==> src/rtl/proc_pkg.sv <==
// Shared types and encodings for the operand issue stage.
package proc_pkg;
  localparam int REG_W    = 4;
  localparam int NUM_REGS = 1 << REG_W;
  localparam int DATA_W   = 32;

  localparam logic [1:0] SEL_DEC = 2'b00;
  localparam logic [1:0] SEL_FWD = 2'b01;
  localparam logic [1:0] SEL_MEM = 2'b10;

  typedef logic [REG_W-1:0] reg_idx_t;

  typedef enum logic [2:0] {
    IDLE, ISSUE, STALL_LU, STALL_MEM, STALL_SB
  } state_e;

  typedef struct packed {
    reg_idx_t rd;
    logic     rd_wr;
    logic     is_load;
  } stage_t;

  function automatic logic [NUM_REGS-1:0] reg_onehot(input reg_idx_t r);
    return {{(NUM_REGS-1){1'b0}}, 1'b1} << r;
  endfunction
endpackage

==> src/rtl/operand_issue_if.sv <==
// Decoder -> issue handshake bundle.
interface operand_issue_if;
  import proc_pkg::*;

  logic              dec_valid;
  logic              dec_ready;
  logic [DATA_W-1:0] dec_operand0;
  logic [DATA_W-1:0] dec_operand1;
  reg_idx_t          dec_rs0;
  reg_idx_t          dec_rs1;
  reg_idx_t          dec_rd;
  logic              dec_rd_wr;
  logic              dec_is_load;
  logic [3:0]        dec_operation;
  logic [3:0]        dec_ctrl;

  modport master (
    output dec_valid, dec_operand0, dec_operand1, dec_rs0, dec_rs1, dec_rd,
           dec_rd_wr, dec_is_load, dec_operation, dec_ctrl,
    input  dec_ready
  );

  modport slave (
    input  dec_valid, dec_operand0, dec_operand1, dec_rs0, dec_rs1, dec_rd,
           dec_rd_wr, dec_is_load, dec_operation, dec_ctrl,
    output dec_ready
  );
endinterface

==> src/rtl/issue_scoreboard.sv <==
// Pending-write mask plus the E/M stage trackers for hazard detection.
module issue_scoreboard import proc_pkg::*; (
  input  logic                clk,
  input  logic                rst_n,
  input  logic                en,
  input  logic                advance,
  input  logic                issue,
  input  stage_t              issue_ent,
  input  logic                wb_valid,
  input  reg_idx_t            wb_rd,
  output logic [NUM_REGS-1:0] mask,
  output stage_t              stage_e,
  output stage_t              stage_m
);
  logic [NUM_REGS-1:0] set_v, clr_v, mask_nxt;

  assign set_v = (issue && issue_ent.rd_wr) ? reg_onehot(issue_ent.rd) : '0;
  assign clr_v = wb_valid ? reg_onehot(wb_rd) : '0;

  // A new write to a register outranks a retirement of the same register.
  for (genvar g = 0; g < NUM_REGS; g++) begin : gen_mask
    assign mask_nxt[g] = set_v[g] | (mask[g] & ~clr_v[g]);
  end

  always_ff @(posedge clk or negedge rst_n) begin
    if (!rst_n)  mask <= '0;
    else if (en) mask <= mask_nxt;
  end

  always_ff @(posedge clk or negedge rst_n) begin
    if (!rst_n) begin
      stage_e <= '0;
      stage_m <= '0;
    end else if (en && advance) begin
      stage_m <= stage_e;
      stage_e <= issue ? issue_ent : '0;
    end
  end
endmodule

==> src/rtl/operand_issue.sv <==
// Operand issue stage: hazard check against the scoreboard, registered ALU issue.
// Define OPERAND_ISSUE_FWD_EN to enable ALU-result and load-data forwarding on operand1.
module operand_issue import proc_pkg::*; (
  input  logic              clk,
  input  logic              rst_n,
  operand_issue_if.slave    dec,
  input  logic              wb_valid,
  input  reg_idx_t          wb_rd,
  input  logic              mem_data_valid,
  input  logic              alu_ready,
  output logic [DATA_W-1:0] operand0,
  output logic [DATA_W-1:0] operand1,
  output logic [3:0]        operation,
  output logic [3:0]        alu_ctrl,
  output logic [1:0]        sel,
  output logic              NOP
);
  state_e              state, state_nxt;
  logic                issue_ok, mem_wait, accept;
  logic [1:0]          sel_nxt;
  logic [NUM_REGS-1:0] mask;
  stage_t              stage_e, stage_m, dec_ent;
  logic                rs0_pend, rs1_pend;

  assign dec_ent = {dec.dec_rd, dec.dec_rd_wr, dec.dec_is_load};

  // Waiting on load data freezes E/M so the load stays visible in M.
  issue_scoreboard u_sb (
    .clk       (clk),
    .rst_n     (rst_n),
    .en        (alu_ready),
    .advance   (~mem_wait),
    .issue     (accept),
    .issue_ent (dec_ent),
    .wb_valid  (wb_valid),
    .wb_rd     (wb_rd),
    .mask      (mask),
    .stage_e   (stage_e),
    .stage_m   (stage_m)
  );

  assign rs0_pend = mask[dec.dec_rs0];
  assign rs1_pend = mask[dec.dec_rs1];

`ifdef OPERAND_ISSUE_FWD_EN
  logic e_hit, m_hit;
  assign e_hit = stage_e.rd_wr && (stage_e.rd == dec.dec_rs1);
  assign m_hit = stage_m.rd_wr && stage_m.is_load && (stage_m.rd == dec.dec_rs1);
`else
  logic unused_fwd;
  assign unused_fwd = ^{mem_data_valid, stage_e, stage_m};
`endif

  always_comb begin
    state_nxt = IDLE;
    issue_ok  = 1'b0;
    sel_nxt   = SEL_DEC;
    mem_wait  = 1'b0;
    if (!dec.dec_valid) begin
      state_nxt = IDLE;
    end else if (rs0_pend) begin
      state_nxt = STALL_SB;
    end else if (!rs1_pend) begin
      state_nxt = ISSUE;
      issue_ok  = 1'b1;
    end
`ifdef OPERAND_ISSUE_FWD_EN
    else if (e_hit) begin
      if (stage_e.is_load) begin
        state_nxt = STALL_LU;
      end else begin
        state_nxt = ISSUE;
        issue_ok  = 1'b1;
        sel_nxt   = SEL_FWD;
      end
    end else if (m_hit) begin
      if (mem_data_valid) begin
        state_nxt = ISSUE;
        issue_ok  = 1'b1;
        sel_nxt   = SEL_MEM;
      end else begin
        state_nxt = STALL_MEM;
        mem_wait  = 1'b1;
      end
    end
`endif
    else begin
      state_nxt = STALL_SB;
    end
  end

  assign accept        = issue_ok & alu_ready;
  assign dec.dec_ready = accept & rst_n;

  always_ff @(posedge clk or negedge rst_n) begin
    if (!rst_n)         state <= IDLE;
    else if (alu_ready) state <= state_nxt;
  end

  // Bubbles only drop NOP; the operand registers keep their last issue.
  always_ff @(posedge clk or negedge rst_n) begin
    if (!rst_n) begin
      operand0  <= '0;
      operand1  <= '0;
      operation <= '0;
      alu_ctrl  <= '0;
      sel       <= SEL_DEC;
    end else if (accept) begin
      operand0  <= dec.dec_operand0;
      operand1  <= dec.dec_operand1;
      operation <= dec.dec_operation;
      alu_ctrl  <= dec.dec_ctrl;
      sel       <= sel_nxt;
    end
  end

  assign NOP = (state != ISSUE);
endmodule
==> src/flat_wrapper.sv <==
// flat-port wrapper written by rule: the top's interface ports become plain ports
module operand_issue_flat import proc_pkg::*;
  (clk, rst_n, wb_valid, wb_rd, mem_data_valid, alu_ready, operand0, operand1, operation, alu_ctrl, sel, NOP, dec_dec_valid, dec_dec_operand0, dec_dec_operand1, dec_dec_rs0, dec_dec_rs1, dec_dec_rd, dec_dec_rd_wr, dec_dec_is_load, dec_dec_operation, dec_dec_ctrl, dec_dec_ready);
  operand_issue_if dec_i ();
  input  logic clk;
  input  logic rst_n;
  input  logic wb_valid;
  input  reg_idx_t wb_rd;
  input  logic mem_data_valid;
  input  logic alu_ready;
  output logic [DATA_W-1:0] operand0;
  output logic [DATA_W-1:0] operand1;
  output logic [3:0] operation;
  output logic [3:0] alu_ctrl;
  output logic [1:0] sel;
  output logic NOP;
  input wire logic [$bits(dec_i.dec_valid)-1:0] dec_dec_valid;
  input wire logic [$bits(dec_i.dec_operand0)-1:0] dec_dec_operand0;
  input wire logic [$bits(dec_i.dec_operand1)-1:0] dec_dec_operand1;
  input wire logic [$bits(dec_i.dec_rs0)-1:0] dec_dec_rs0;
  input wire logic [$bits(dec_i.dec_rs1)-1:0] dec_dec_rs1;
  input wire logic [$bits(dec_i.dec_rd)-1:0] dec_dec_rd;
  input wire logic [$bits(dec_i.dec_rd_wr)-1:0] dec_dec_rd_wr;
  input wire logic [$bits(dec_i.dec_is_load)-1:0] dec_dec_is_load;
  input wire logic [$bits(dec_i.dec_operation)-1:0] dec_dec_operation;
  input wire logic [$bits(dec_i.dec_ctrl)-1:0] dec_dec_ctrl;
  output wire logic [$bits(dec_i.dec_ready)-1:0] dec_dec_ready;
  assign dec_i.dec_valid = dec_dec_valid;
  assign dec_i.dec_operand0 = dec_dec_operand0;
  assign dec_i.dec_operand1 = dec_dec_operand1;
  assign dec_i.dec_rs0 = dec_dec_rs0;
  assign dec_i.dec_rs1 = dec_dec_rs1;
  assign dec_i.dec_rd = dec_dec_rd;
  assign dec_i.dec_rd_wr = dec_dec_rd_wr;
  assign dec_i.dec_is_load = dec_dec_is_load;
  assign dec_i.dec_operation = dec_dec_operation;
  assign dec_i.dec_ctrl = dec_dec_ctrl;
  assign dec_dec_ready = dec_i.dec_ready;
  operand_issue u_core (.clk(clk), .rst_n(rst_n), .dec(dec_i), .wb_valid(wb_valid), .wb_rd(wb_rd), .mem_data_valid(mem_data_valid), .alu_ready(alu_ready), .operand0(operand0), .operand1(operand1), .operation(operation), .alu_ctrl(alu_ctrl), .sel(sel), .NOP(NOP));
endmodule
==> config.mk <==
export PLATFORM = sky130hd
export DESIGN_NAME = operand_issue_flat
export DESIGN_NICKNAME = d
export VERILOG_FILES = /design/src/rtl/proc_pkg.sv /design/src/rtl/operand_issue_if.sv /design/src/rtl/issue_scoreboard.sv /design/src/rtl/operand_issue.sv /design/src/flat_wrapper.sv
export SDC_FILE = /design/constraint.sdc
export NUM_CORES = 1
export LEC_CHECK = 0
export ABC_AREA = 1
export BUFFER_PORTS_ARGS = -buffer_cell sky130_fd_sc_hd__buf_2
export CAP_MARGIN = 10
export CORE_UTILIZATION = 46
export DETAILED_ROUTE_END_ITERATION = 7
export PLACE_DENSITY = 0.78
export SLEW_MARGIN = 25
export SYNTH_ARGS = -nofsm -noshare
export SYNTH_HDL_FRONTEND = slang
export SYNTH_HIERARCHICAL = 1
export SYNTH_SLANG_ARGS = --single-unit
==> constraint.sdc <==
create_clock -name clk -period 1.8 [get_ports clk]
set_clock_uncertainty 0.15 [all_clocks]
set_input_delay 0.36 -clock clk [delete_from_list [all_inputs] [get_ports clk]]
set_output_delay 0.36 -clock clk [all_outputs]
set_load 0.005 [all_outputs]
# --- Yosys cells after proc, flatten, opt, wreduce, memory -nomap -nowiden ---
# Cells that the tools add are included.
op_classes:
  bitwise: 50
  n_eq_ne: 1
  reduce_logical: 1
  shifts: 2
  magnitude_cmp: 2
  mux: 12
ops:
  columns: ["operator", "n"]
  rows:
  - ["2-to-1 mux 16 bit", 2]
  - ["left shift 1 x 4 -> 16 bit (first input constant)", 2]
  - ["bitwise AND 1 bit", 18]
  - ["inverter 1 bit", 16]
  - ["OR 1 bit", 16]
  - ["less-than comparator 4 x 5 -> 1 bit (second input constant)", 2]
  - ["2-to-1 mux 3 bit", 3]
  - ["binary-select mux 1 bit (select 4 bit)", 2]
  - ["2-to-1 mux 1 bit", 5]
  - ["inequality test 3 x 1 -> 1 bit (second input constant)", 1]
  - ["logical AND 1 bit", 1]
word_totals:
  wordCells: 74
  input_bits: 96
  ff_bits: 91
  out_inout_bits: 76

# --- Depth between registers and ports, before layout ---
logic_depth:
  word_depth: 9
  ltp_mapped: 16
  mapped_depth_nobuf: 13

# --- Hierarchy ---
# The synthesis kept the hierarchy.
modules_own_cells:
  columns: ["module", "area_each_um2", "n_inst", "cells_per_inst", "seq_area_each_um2"]
  rows:
  - ["operand_issue", 3567.2, 1, 429, 1851.8]
  - ["issue_scoreboard", 1320.0, 1, 163, 700.7]

# --- Worst setup path after synthesis ---
# No wires, ideal clock.
synth_path:
  path_type: "input to register"
  start: "input port dec_dec_rs0[0]"
  end: "register u_core.u_sb.mask[0]"
  setup_slack_ps: -239
  required_ps: 1585
  arrival_ps: 1823
  cell_stages: 16
  setup_ps: 65
  n_path_buf: 3
  path_cell_list: "buf_6 inv_6 nand2_1 nand3_1 nand3_1 nand2_1 nand2_1 nand2_1 nand3_2 buf_6 buf_8 inv_1 nand2_1 nor3_4 nand2_1 nand2_1"
synth_between:
  elab_chain_len: 8
synth_rtl:
  columns: ["element", "line", "source"]
  rows:
  - ["from (decl)", "flat_wrapper.sv:20", "input wire logic [$bits(dec_i.dec_rs0)-1:0] dec_dec_rs0;"]
  - ["binary-select mux 1 bit (select 4 bit)", "operand_issue.sv:42", "assign rs0_pend = mask[dec.dec_rs0];"]
  - ["2-to-1 mux 1 bit (not written as such)", "operand_issue.sv:42", null]
  - ["2-to-1 mux 1 bit", "operand_issue.sv:61", "end else if (rs0_pend) begin"]
  - ["2-to-1 mux 1 bit", "operand_issue.sv:59", "if (!dec.dec_valid) begin"]
  - ["bitwise AND 1 bit", "operand_issue.sv:92", "assign accept = issue_ok & alu_ready;"]
  - ["named net u_core.accept", "operand_issue.sv:19", "logic issue_ok, mem_wait, accept;"]
  - ["logical AND 1 bit", "issue_scoreboard.sv:17", "assign set_v = (issue && issue_ent.rd_wr) ? reg_onehot(issue_ent.rd) : '0;"]
  - ["2-to-1 mux 16 bit", "issue_scoreboard.sv:17", null]
  - ["OR 1 bit", "issue_scoreboard.sv:22", "assign mask_nxt[g] = set_v[g] | (mask[g] & ~clr_v[g]);"]
  - ["to (signal assigned)", "issue_scoreboard.sv:27", "else if (en) mask <= mask_nxt;"]
  - ["to (decl)", "issue_scoreboard.sv:11", "output logic [NUM_REGS-1:0] mask,"]
# The timed path passes the listed nets, and every way through them passes these cells. The select of a mux whose other input is x is not followed.
# A chain may end at the register's enable or synchronous reset.

# --- Final worst setup path ---
layout_path:
  start: "register u_core.u_sb.mask[0]"
  end: "output port dec_dec_ready"
layout_between:
  elab_chain_len: 7
  elab_cells_between_ends: 9
  cone_classes: "mux (7); bitwise (2)"
layout_rtl:
  columns: ["element", "line", "source"]
  rows:
  - ["binary-select mux 1 bit (select 4 bit)", "operand_issue.sv:43", "assign rs1_pend = mask[dec.dec_rs1];"]
  - ["2-to-1 mux 1 bit (not written as such)", "operand_issue.sv:43", null]
  - ["2-to-1 mux 1 bit", "operand_issue.sv:63", "end else if (!rs1_pend) begin"]
  - ["2-to-1 mux 1 bit *", "operand_issue.sv:61", null]
  - ["2-to-1 mux 1 bit *", "operand_issue.sv:59", null]
  - ["bitwise AND 1 bit *", "operand_issue.sv:92", null]
  - ["bitwise AND 1 bit *", "operand_issue.sv:93", "assign dec.dec_ready = accept & rst_n;"]
  - ["to (decl)", "flat_wrapper.sv:27", "output wire logic [$bits(dec_i.dec_ready)-1:0] dec_dec_ready;"]
# Mark *: on every way between the ends. The rest lies on a longest branch, timed or not. The select of a mux whose other input is x is not followed.

==> results.json <==
{
  "rows": 35,
  "critPathTopFamily": "simple AND/OR/NAND/NOR gates",
  "grt_max_degree": 91,
  "via_per_inst": 5.33,
  "drt_first_pass_iters": 5,
  "crit_type": "flop to output pin",
  "wl_per_cell_um": 17.0,
  "cts_buffers": 9,
  "violations": "negative setup slack",
  "layout.nets": 832,
  "crit_chain": "inv_2 > nand2_1 > nand3_2 > nand3_2 > nand3b_1 > nand2_1 > inv_2 > nand3_4 > nor2_4 > buf_2",
  "fillCellCount": 759,
  "drv_cap": 0,
  "grt_remaining_overflow": 0,
  "dp_hpwl_mm": 8.33,
  "cp_max_fo": 2,
  "status": "finished with violations",
  "fmax_mhz": 484,
  "fin_area_sq_um": 6420,
  "clock_path_buffers": 2,
  "via_count": 4637,
  "ant_nets": 0,
  "path_clk_slew_ns": 0.11,
  "cp_num_buf_inv": 3,
  "clock_latency_ns": 0.34,
  "dieArea_sq_um": 10000,
  "min_period_ns": 2.07,
  "io_pins": 172,
  "start_util_pct": 47.6,
  "layout-drive-gt1-share_pct": 39.3,
  "fin_worst_hold_slack_ns": 0.102,
  "leakage_nw": 3.61,
  "synth_warnings": 6,
  "slew_viol_final": 0,
  "cts_tree": "done",
  "vdd_drop_max_mv": 0.540,
  "worstSetupStartpointType": "flop",
  "syn_avg_cell_area_sq_um": 8.12,
  "arrival_ns": 1.56,
  "critPathSlowestCell": "dfrtp_1",
  "die_h_um": 100,
  "grtUsageTotal_pct": 26.9,
  "worst_setup_path_end_kind": "output pin",
  "worst_ep_required_time_ns": 1.29,
  "hold_path_class": "input pin to flop",
  "cpPeakStageDelay_ns": 0.42,
  "clkSinkCount": 90,
  "worst_slack_ns": -0.268,
  "die_w_um": 100,
  "initialDrtViolationCount": 386,
  "antenna_found_initial": 0,
  "rsz0062_at_grt": "yes",
  "placed_area_sq_um": 5350,
  "finalHoldViolCount": 0,
  "setup_viol": 68,
  "htreeDepth": 3,
  "root_buffer": "clkbuf_8",
  "power.density_nw_per_um2": 941,
  "synthCells": 544,
  "core_area_sq_um": 9280,
  "drc": 0,
  "grt_pass1_wl_mm": 21.3,
  "netlist_area_sq_um": 4420,
  "fin_crit_sh_pct": 115,
  "gp_congestion": 0.857,
  "wirelength_mm": 14.8,
  "io_buffers": 167,
  "area_delta_synth_final_pct": 45.4,
  "n_antenna_cell": 0,
  "first_global_vias": 4284
}
==> registers in the layout, indices dropped and copies added, names as in the netlist <==
signal,count
u_core/alu_ctrl,4
u_core/u_sb/mask,16
u_core/operand0,32
u_core/operation,4
u_core/state,2
u_core/operand1,32
==> power breakdown <==
group | internal (W) | switching [W]
clock network | 0.000668 | 0.000773
logic | 0.000909 | 0.000966
registers | 0.00247 | 0.000260
==> cells in the final DEF (no fill, tap or decap), types with 11 or more instances in the layout <==
master and instances:
nand2_1 213, buf_2 166, dfrtp_1 90, nand4_1 72, nand3_1 26, inv_1 22
nand2_2 21, inv_2 15, clkbuf_16 11, buf_4 11
==> tightest hold or removal path: cells and delay by family <==
family	cells	cell delay (ns)
buffers and inverters	1	0.10
AND/OR/NAND/NOR	2	0.13
==> final timing paths <==
kind	startpoint	to	slack [ns]	depth (start not counted)
setup reg to reg	u_core/u_sb/mask[0]	u_core/u_sb/mask[5]	-0.22	15
hold / removal	dec_dec_operand1[15]	u_core/operand1[15]	0.10	3
setup / recovery	u_core/u_sb/mask[0]	dec_dec_ready	-0.27	10
min in group asynchronous	rst_n	u_core/operand0[3]	0.50	3
hold reg to reg	u_core/operand1[21]	u_core/operand1[21]	0.33	2
max in group asynchronous	rst_n	u_core/u_sb/mask[13]	0.59	3
==> per-layer routing <==
| layer | GRT usage (%) | share of wire, % | up-vias |
|---|---|---|---|
| li1 | - | - | 2170 |
| met2 | 46.7 | 49 | 244 |
| met1 | 35.0 | 41 | 2196 |
| met4 | 8.58 | 2.4 | 0 |
| met3 | 3.62 | 7.3 | 27 |
| met5 | 0 | 0 | - |
==> final cells by class <==
class                   instances  area, sq um  area share (%)
clock buffers                   9          124            1.93
clock inverters                 7         81.3            1.27
inverters                      40          165            2.57
multi-input cells             377         1850            28.8
flip-flops and latches         90         2250            35.1
well taps                     129          161            2.51
repair buffers                218         1780            27.8
==> through the flow <==
| stage | total power, W | setup WS [ns] | util, % | setup TNS [ns] | cells |
|---|---|---|---|---|---|
| finish | 0.00604 | -0.268 | 69.1 | -8.24 | 870 |
| global route | 0.00637 | -0.363 | 69.1 | -14.99 | 870 |
| CTS | 0.00580 | -0.283 | 64.8 | -11.37 | 854 |
| detailed placement | 0.00417 | -0.355 | 57.6 | -22.86 | 821 |
| global placement | 0.00411 | -0.254 | 57.6 | -15.15 | 821 |
| floorplan | 0.00343 | -0.168 | - | -2.20 | 545 |
==> repair_timing <==
item	CTS	global route
pin swaps	5	22
setup endpoints to repair	83	91
resized for setup	55	27
endpoints found under the hold margin	90	0
hold buffers	1	0
gates cloned	8	13
buffers inserted	8	4
No activity file was read; power rests on OpenSTA's default activity.
